### src/rtl/dbl_to_sig16b_if.sv
// Sample-stream bundle between the echo-cancellation datapath and the
// double-to-PCM16 converter.
interface dbl_to_sig16b_if;
  logic [12:0] sampling_cycle_counter;
  logic        enable;
  logic [63:0] double;
  logic [15:0] sig16b;

  modport master (
    output sampling_cycle_counter,
    output enable,
    output double,
    input  sig16b
  );

  modport slave (
    input  sampling_cycle_counter,
    input  enable,
    input  double,
    output sig16b
  );
endinterface

### src/rtl/dbl_to_sig16b.sv
// IEEE-754 binary64 to signed 16-bit PCM: 3-stage pipeline, round-half-even,
// saturating; optional FRAME_ALIGN_EN publishes results only at period start.
module dbl_to_sig16b #(
  parameter int LATENCY = 3
) (
  input logic           clk_operation,
  input logic           rst,
  dbl_to_sig16b_if.slave bus
);

  if (LATENCY != 3) begin : g_latency_check
    $error("dbl_to_sig16b supports LATENCY = 3 only");
  end

  typedef enum logic [1:0] {
    K_ZERO,
    K_SAT,
    K_NUM
  } kind_t;

  // Stage 1: decoded fields
  logic        s1_valid;
  logic        s1_sign;
  logic [10:0] s1_exp;
  logic        s1_frac_nz;
  logic [52:0] s1_sig;

  // Stage 2: classified, shifted magnitude with guard/sticky
  logic        s2_valid;
  logic        s2_sign;
  kind_t       s2_kind;
  logic [15:0] s2_mag;
  logic        s2_guard;
  logic        s2_sticky;

  // Stage 3: final code
  logic        s3_valid;
  logic [15:0] s3_data;

  kind_t       kind_d;
  logic [5:0]  sh;
  logic [52:0] mask;
  logic [15:0] mag_d;
  logic        guard_d;
  logic        sticky_d;

  logic        inc;
  logic [16:0] mag_r;
  logic [15:0] res_d;

  always_comb begin
    // NOTE: every comb output gets a default first so no branch infers a latch.
    kind_d   = K_NUM;
    sh       = 6'(11'd1075 - s1_exp);
    mask     = '0;
    mag_d    = '0;
    guard_d  = 1'b0;
    sticky_d = 1'b0;
    if (s1_exp == 11'h7FF) begin
      kind_d = s1_frac_nz ? K_ZERO : K_SAT;
    end else if (s1_exp < 11'd1022) begin
      kind_d = K_ZERO;
    end else if (s1_exp >= 11'd1038) begin
      // Exactly -32768.0 also lands here and saturates to the same 0x8000.
      kind_d = K_SAT;
    end else begin
      // sh ranges 38..53 here; the integer part always fits 16 bits.
      mask     = (53'd1 << (sh - 6'd1)) - 53'd1;
      mag_d    = 16'(s1_sig >> sh);
      guard_d  = s1_sig[sh - 6'd1];
      sticky_d = |(s1_sig & mask);
    end
  end

  always_comb begin
    inc   = s2_guard & (s2_sticky | s2_mag[0]);
    mag_r = {1'b0, s2_mag} + {16'd0, inc};
    res_d = 16'h0000;
    unique case (s2_kind)
      K_SAT:  res_d = s2_sign ? 16'h8000 : 16'h7FFF;
      K_NUM: begin
        if (!s2_sign && mag_r > 17'd32767)     res_d = 16'h7FFF;
        else if (s2_sign && mag_r > 17'd32768) res_d = 16'h8000;
        else if (s2_sign)                      res_d = 16'd0 - mag_r[15:0];
        else                                   res_d = mag_r[15:0];
      end
      default: res_d = 16'h0000;
    endcase
  end

  // NOTE: sequential state uses non-blocking assignments so every stage
  // samples the previous stage's pre-edge value.
  always_ff @(posedge clk_operation) begin
    if (!rst) begin
      s1_valid <= 1'b0;
      s2_valid <= 1'b0;
      s3_valid <= 1'b0;
    end else begin
      s1_valid <= bus.enable;
      s2_valid <= s1_valid;
      s3_valid <= s2_valid;
    end
  end

  // NOTE: payload registers are not reset; only the valid bits gate their use.
  always_ff @(posedge clk_operation) begin
    s1_sign    <= bus.double[63];
    s1_exp     <= bus.double[62:52];
    s1_frac_nz <= |bus.double[51:0];
    s1_sig     <= (bus.double[62:52] == 11'd0) ? 53'd0 : {1'b1, bus.double[51:0]};

    s2_sign    <= s1_sign;
    s2_kind    <= kind_d;
    s2_mag     <= mag_d;
    s2_guard   <= guard_d;
    s2_sticky  <= sticky_d;

    s3_data    <= res_d;
  end

`ifdef FRAME_ALIGN_EN
  logic [15:0] hold;

  always_ff @(posedge clk_operation) begin
    if (!rst) begin
      hold       <= 16'h0000;
      bus.sig16b <= 16'h0000;
    end else begin
      if (s3_valid) hold <= s3_data;
      // A result finishing on the period-start edge is published immediately.
      if (bus.sampling_cycle_counter == 13'd0)
        bus.sig16b <= s3_valid ? s3_data : hold;
    end
  end
`else
  always_ff @(posedge clk_operation) begin
    if (!rst)          bus.sig16b <= 16'h0000;
    else if (s3_valid) bus.sig16b <= s3_data;
  end
`endif

endmodule

### src/flat_wrapper.sv
// flat-port wrapper written by rule: the top's interface ports become plain ports
module dbl_to_sig16b_flat 
#(
  parameter int LATENCY = 3
)
  (clk_operation, rst, bus_sampling_cycle_counter, bus_enable, bus_double, bus_sig16b);
  dbl_to_sig16b_if bus_i ();
  input logic clk_operation;
  input logic rst;
  input wire logic [$bits(bus_i.sampling_cycle_counter)-1:0] bus_sampling_cycle_counter;
  input wire logic [$bits(bus_i.enable)-1:0] bus_enable;
  input wire logic [$bits(bus_i.double)-1:0] bus_double;
  output wire logic [$bits(bus_i.sig16b)-1:0] bus_sig16b;
  assign bus_i.sampling_cycle_counter = bus_sampling_cycle_counter;
  assign bus_i.enable = bus_enable;
  assign bus_i.double = bus_double;
  assign bus_sig16b = bus_i.sig16b;
  dbl_to_sig16b #(.LATENCY(LATENCY)) u_core (.clk_operation(clk_operation), .rst(rst), .bus(bus_i));
endmodule
### config.mk
export PLATFORM = sky130hd
export DESIGN_NAME = dbl_to_sig16b_flat
export DESIGN_NICKNAME = d
export VERILOG_FILES = /design/src/rtl/dbl_to_sig16b_if.sv /design/src/rtl/dbl_to_sig16b.sv /design/src/flat_wrapper.sv
export SDC_FILE = /design/constraint.sdc
export NUM_CORES = 1
export LEC_CHECK = 0
export ABC_AREA = 1
export CAP_MARGIN = 0
export CORE_MARGIN = 10
export CORE_UTILIZATION = 45
export DETAILED_ROUTE_END_ITERATION = 8
export GPL_TIMING_DRIVEN = 1
export PLACE_DENSITY = 0.65
export SLEW_MARGIN = 20
export SYNTH_ARGS = -nofsm -noshare
export SYNTH_HDL_FRONTEND = slang
export SYNTH_SLANG_ARGS = --single-unit
### constraint.sdc
create_clock -name clk_operation -period 10 [get_ports clk_operation]
set_input_delay 2.5 -clock clk_operation [delete_from_list [all_inputs] [get_ports clk_operation]]
set_output_delay 2.5 -clock clk_operation [all_outputs]
set_load 0.02 [all_outputs]
Yosys cells after proc, flatten, opt, wreduce, memory -nomap -nowiden
Index checks and enable logic that the tools add are counted.
Widths: inputs -> output; s select.
{"block": "op_classes", "add_sub_neg": 5, "n_lt_le_gt_ge": 5, "eq_ne": 3, "shift": 2, "mux": 12, "bitwise": 3, "reduce_logical": 7}
{"op": "$mux 16", "n": 4}
{"op": "$and 53x53->53", "n": 1}
{"op": "$mux 53", "n": 1}
{"op": "$reduce_or 53->1", "n": 1}
{"op": "$shl 1x6->53 const A", "n": 1}
{"op": "$shr 53x6->16", "n": 1}
{"op": "$sub 53x1->53 const B", "n": 1}
{"op": "$reduce_or 52->1", "n": 1}
{"op": "$pmux 16 s2", "n": 1}
{"op": "$add 16x1->17", "n": 1}
{"op": "$gt 17x15->1 const B", "n": 1}
{"op": "$gt 17x16->1 const B", "n": 1}
{"op": "$sub 1x16->16 const A", "n": 1}
{"op": "$eq 11x11->1 const B", "n": 1}
{"op": "$ge 11x11->1 const B", "n": 1}
{"op": "$logic_not 11->1", "n": 1}
{"op": "$lt 11x10->1 const B", "n": 1}
{"op": "$lt 6x7->1 const B", "n": 1}
{"op": "$bmux 1 s6", "n": 1}
{"op": "$mux 2", "n": 3}
{"op": "$sub 6x1->6 const B", "n": 1}
{"op": "$sub 6x6->6 const A", "n": 1}
{"op": "$reduce_or 3->1", "n": 1}
{"op": "$eq 2x1->1 const B", "n": 1}
{"op": "6 further kinds", "n": 8}
{"block": "totals", "ff_bits": 122, "output_inout_bits": 16}

Logic depth before layout (Yosys ltp)
{"block": "depth", "depth_word": 8, "depth_mapped": 28, "mapped_depth_nobuf": 25}

Worst setup path after synthesis
Ideal clock, no wire load.
{"block": "synth_path", "kind": "input -> register", "from": "input port bus_double[53]", "to": "register u_core.s1_sig[0]", "arrival_ps": 3682, "t_required_ps": 9873, "slack_ps": 6192, "cell_stages": 6, "n_path_buf": 1, "cell_sequence": "or4_1 -> nor4_1 -> nand2_1 -> clkinv_1 -> clkbuf_1 -> nor2_1"}
{"block": "synth_between", "elab_chain_cells": 1}
{"item": "start, declared", "line": "flat_wrapper.sv:12", "rtl": "input wire logic [$bits(bus_i.double)-1:0] bus_double;"}
{"item": "$logic_not 11->1", "line": "dbl_to_sig16b.sv:110", "rtl": "s1_sig <= (bus.double[62:52] == 11'd0) ? 53'd0 : {1'b1, bus.double[51:0]};"}
{"item": "end signal, assigned", "line": "dbl_to_sig16b.sv:110"}
{"item": "end, declared", "line": "dbl_to_sig16b.sv:26", "rtl": "logic [52:0] s1_sig;"}
No other way between the ends.
A chain may end at the register's enable or synchronous reset.

Final worst setup path
{"block": "layout_path", "from": "register u_core.s1_exp[2]", "to": "register u_core.s2_sticky"}
{"block": "layout_between", "elab_chain_cells": 6, "elab_cells_between_ends": 10}
{"item": "start, declared", "line": "dbl_to_sig16b.sv:24", "rtl": "logic [10:0] s1_exp;"}
{"item": "start signal, assigned", "line": "dbl_to_sig16b.sv:108", "rtl": "s1_exp <= bus.double[62:52];"}
{"item": "$sub 6x6->6", "line": "dbl_to_sig16b.sv:54", "rtl": "sh = 6'(11'd1075 - s1_exp);"}
{"item": "$sub 6x1->6", "line": "dbl_to_sig16b.sv:68", "rtl": "mask = (53'd1 << (sh - 6'd1)) - 53'd1;"}
{"item": "$shl 1x6->53", "line": "dbl_to_sig16b.sv:68"}
{"item": "$sub 53x1->53", "line": "dbl_to_sig16b.sv:68"}
{"item": "$and 53x53->53", "line": "dbl_to_sig16b.sv:71", "rtl": "sticky_d = |(s1_sig & mask);"}
{"item": "$reduce_or 53->1", "line": "dbl_to_sig16b.sv:71"}
{"item": "end signal, assigned", "line": "dbl_to_sig16b.sv:116", "rtl": "s2_sticky <= sticky_d;"}
{"item": "end, declared", "line": "dbl_to_sig16b.sv:34", "rtl": "logic s2_sticky;"}
Parallel ways exist; a longest one is shown, timed or not.

==> results_dict.tcl <==
set metrics [dict create \
    drive_gt1_share_pct 6.08 \
    clock_sinks 122 \
    first_iter_violations 1438 \
    grt_pass1_vias 10500 \
    cts_tree "done" \
    yosysTopAreaCellShare_pct 24.8 \
    hold_ws_ns 0.335 \
    startpoint_type "register" \
    syn_nets 1816 \
    clk_pin_slew_ns 0.07 \
    synth_area_um2 9850 \
    crit_required_ns 10.34 \
    grt_pass1_wl_um 60100 \
    path_common_cell "nand2_1" \
    crit_path_end_kind "register" \
    p_per_area_nw_per_um2 145 \
    async_flop_share_pct 0 \
    hold_buffers 0 \
    finalCriticalPeriod_ns 5.28 \
    crit_slowest_cell "nor2_2" \
    ys_ff_latch 122 \
    cts_root_buffer "clkbuf_16" \
    min_to "u_core.s2_sign$_DFF_P_" \
    dpl.hpwl_um 32000 \
    final_cell_mix "520 x nand2_1, 244 x nor2_1, 188 x inv_1" \
    worst_slew_pin_slew_ns 1.02 \
    timing.fmax_mhz 189 \
    place_congestion 0.986 \
    vdd_drop_max_mv 0.0879 \
    slew_violations 0 \
    min_path_type "register to register" \
    post_cts_resized 0 \
    path_delay_family "simple AND/OR/NAND/NOR gates" \
    timing.final.crit_share_pct 52.8 \
    fp.coreArea_um2 21700 \
    synth_top_area_cell "dfxtp_1" \
    synth_edf_count 0 \
    final-hold-violation-count 0 \
    cp_cell_sequence "buf_4, inv_2, ha_1, inv_1, nand4_1, nand2_1, nand2_1, nor2_1, nand2_1, nand2_1, nor2_2, nand2_1, nor2_2, nand2_1, nand3_1, nand2_1, nor2_1, nand3_1, nor3_2, nand3_1, nand2_1, inv_1" \
    r2r_cells 22 \
    slowest_delay_ns 0.60 \
    status "completed" \
    insertion_delay_ns 0.44 \
    start_util_pct 45.4 \
    synth_cells 1722 \
    grt_max_degree 64 \
    antenna_found_initial 0 \
    holdPathStages 0 \
    dieArea_um2 28200 \
    r2r-end "u_core.s2_sticky$_SDFF_PP0_" \
    relSlewSlack_pct 31.5 \
    grt_overflow 0 \
    drt_wl_total_um 39200 \
    wl_per_cell_um 19.1 \
    ys_types 53 \
    rows 54 \
    fp.dieW_um 168 \
    finClkSkew_ns 0.00779 \
    place_ws_ns 4.95 \
    dr_total_vias 11300 \
    drc_errors 0 \
    syn_avg_cell_area_um2 5.72 \
    synth-main-ff-cell "dfxtp_1" \
    io_buffers 82 \
    netlist_top_cells_area "dfxtp_1 25%, nand2_1 20%, nor2_1 9.3%" \
    worstSetupPathType "register to register" \
    crit_buf_inv 4 \
    area_growth_pct 15.2 \
    cts_made_buffers 17 \
    path_max_fanout 52 \
    yosysWarningCount 0 \
    seq_area_frac_synth_pct 24.8 \
    pin_count 96 \
    htreeDepth 4 \
    drt_first_pass_iters 7 \
    final_common_cell "nand2_1" \
    finalSetupTns_ns 0 \
    hp-start "u_core.s1_sign$_DFF_P_" \
    nNetsFinal 1857 \
    crit_arrival_ns 5.62 \
    rr_startpoint "u_core.s1_exp[2]$_DFF_P_" \
    die_h_um 168 \
    antenna_left 0 \
    viasPerCell 5.50 \
    grt_usage_pct 27.1 \
    reg2reg_setup_slack_ns 4.72 \
    cap_violations 0 \
    post_cts_buffers 0 \
    setup_ws_ns 4.72 \
    clk_path_buf_depth 2 \
    n_antenna_cell 0 \
    p_leak_nw 5.91 \
    rsz0062_at_grt "false" \
    setup_viol 0 \
]
[routing by layer]
layer  vias to the layer above  routed length (um)  global-route usage [%]
li1                       5643                   -                       -
met1                      5083               16600                    33.7
met2                       482               18000                    44.6
met3                        96                3040                    5.38
met4                         0                1590                    11.3
met5                         -                   0                       0
[through the flow]
stage / total power, mW / instance area (um2) / std cells / utilization (%)
finish: 1.65 / 11300 / 2056 / 52.3
global route: 1.73 / 11300 / 2056 / 52.3
CTS: 1.64 / 11300 / 2056 / 52.3
detailed placement: 1.03 / 10800 / 2024 / 49.7
global placement: 1.03 / 10800 / 2024 / 49.7
floorplan: 0.879 / 9850 / 1722 / -
[synth_stat cells (3+ instances only)]
master,count
nand2_1,520
nor2_1,244
inv_1,188
nand3_1,180
dfxtp_1,122
o21ai_0,122
clkbuf_1,43
nand4_1,37
a21oi_1,32
nand2_2,21
nor3_1,17
a31oi_1,14
ha_1,14
o211ai_1,14
nor2_2,13
nand3b_1,12
nor2_4,12
xor2_1,12
nor4_1,11
buf_1,9
a22oi_1,7
buf_2,7
nand2_4,7
inv_2,6
mux2i_1,5
o2111ai_1,5
buf_6,4
or2_2,4
and2_1,3
buf_4,3
xnor2_1,3
[power by group]
part           switching [mW]  total, mW  internal (mW)
Clock                   0.284      0.616          0.331
Sequential             0.0233      0.536          0.513
Combinational           0.338      0.499          0.161
Total                   0.645       1.65           1.00
[cell families (layout without fill, tap and decap cells)]
| group | count (synthesis) | after routing | share of synthesized area, % |
|---|---|---|---|
| adder cells (fa/ha/maj) | 14 | 14 | 1.78 |
| multiplexers | 5 | 5 | 0.508 |
| AO/OA/AOI/OAI | 217 | 217 | 12.6 |
| flip-flops | 122 | 122 | 24.8 |
| buffers and inverters | 263 | 317 | 10.5 |
| AND/OR/NAND/NOR | 1086 | 1086 | 48.4 |
| XOR/XNOR | 15 | 15 | 1.33 |
[cell type report]
cell class / count / area, um2
fillers: 2336 / 10300
clock inverters: 15 / 153
repair buffers: 89 / 873
multi-input cells: 1337 / 6370
inverters: 196 / 736
well taps: 280 / 350
flip-flops and latches: 122 / 2440
clock buffers: 17 / 425
[worst max-delay path by stage]
| stage | startpoint | slack (ns) | endpoint | cells after the start |
|---|---|---|---|---|
| floorplan | bus_double[53] | 6.19 | u_core.s1_sig[0]$_SDFF_PN0_ | 6 |
| global placement | u_core.s1_exp[2]$_DFF_P_ | 4.95 | u_core.s2_sticky$_SDFF_PP0_ | 22 |
| detailed placement | u_core.s1_exp[2]$_DFF_P_ | 4.95 | u_core.s2_sticky$_SDFF_PP0_ | 23 |
| CTS | u_core.s1_exp[2]$_DFF_P_ | 4.92 | u_core.s2_sticky$_SDFF_PP0_ | 23 |
| global route | u_core.s1_exp[2]$_DFF_P_ | 4.34 | u_core.s2_sticky$_SDFF_PP0_ | 22 |
| finish | u_core.s1_exp[2]$_DFF_P_ | 4.72 | u_core.s2_sticky$_SDFF_PP0_ | 22 |
[sequential cells by signal, indices dropped and copies added, names as in the netlist, 2 cells and up]
signal,flops
u_core.s1_exp,11
u_core.s3_data,16
u_core.s2_mag,16
u_core.s1_sig,53
u_core.bus.sig16b,16
u_core.s2_kind,2
Power figures use the tool's default switching activity.
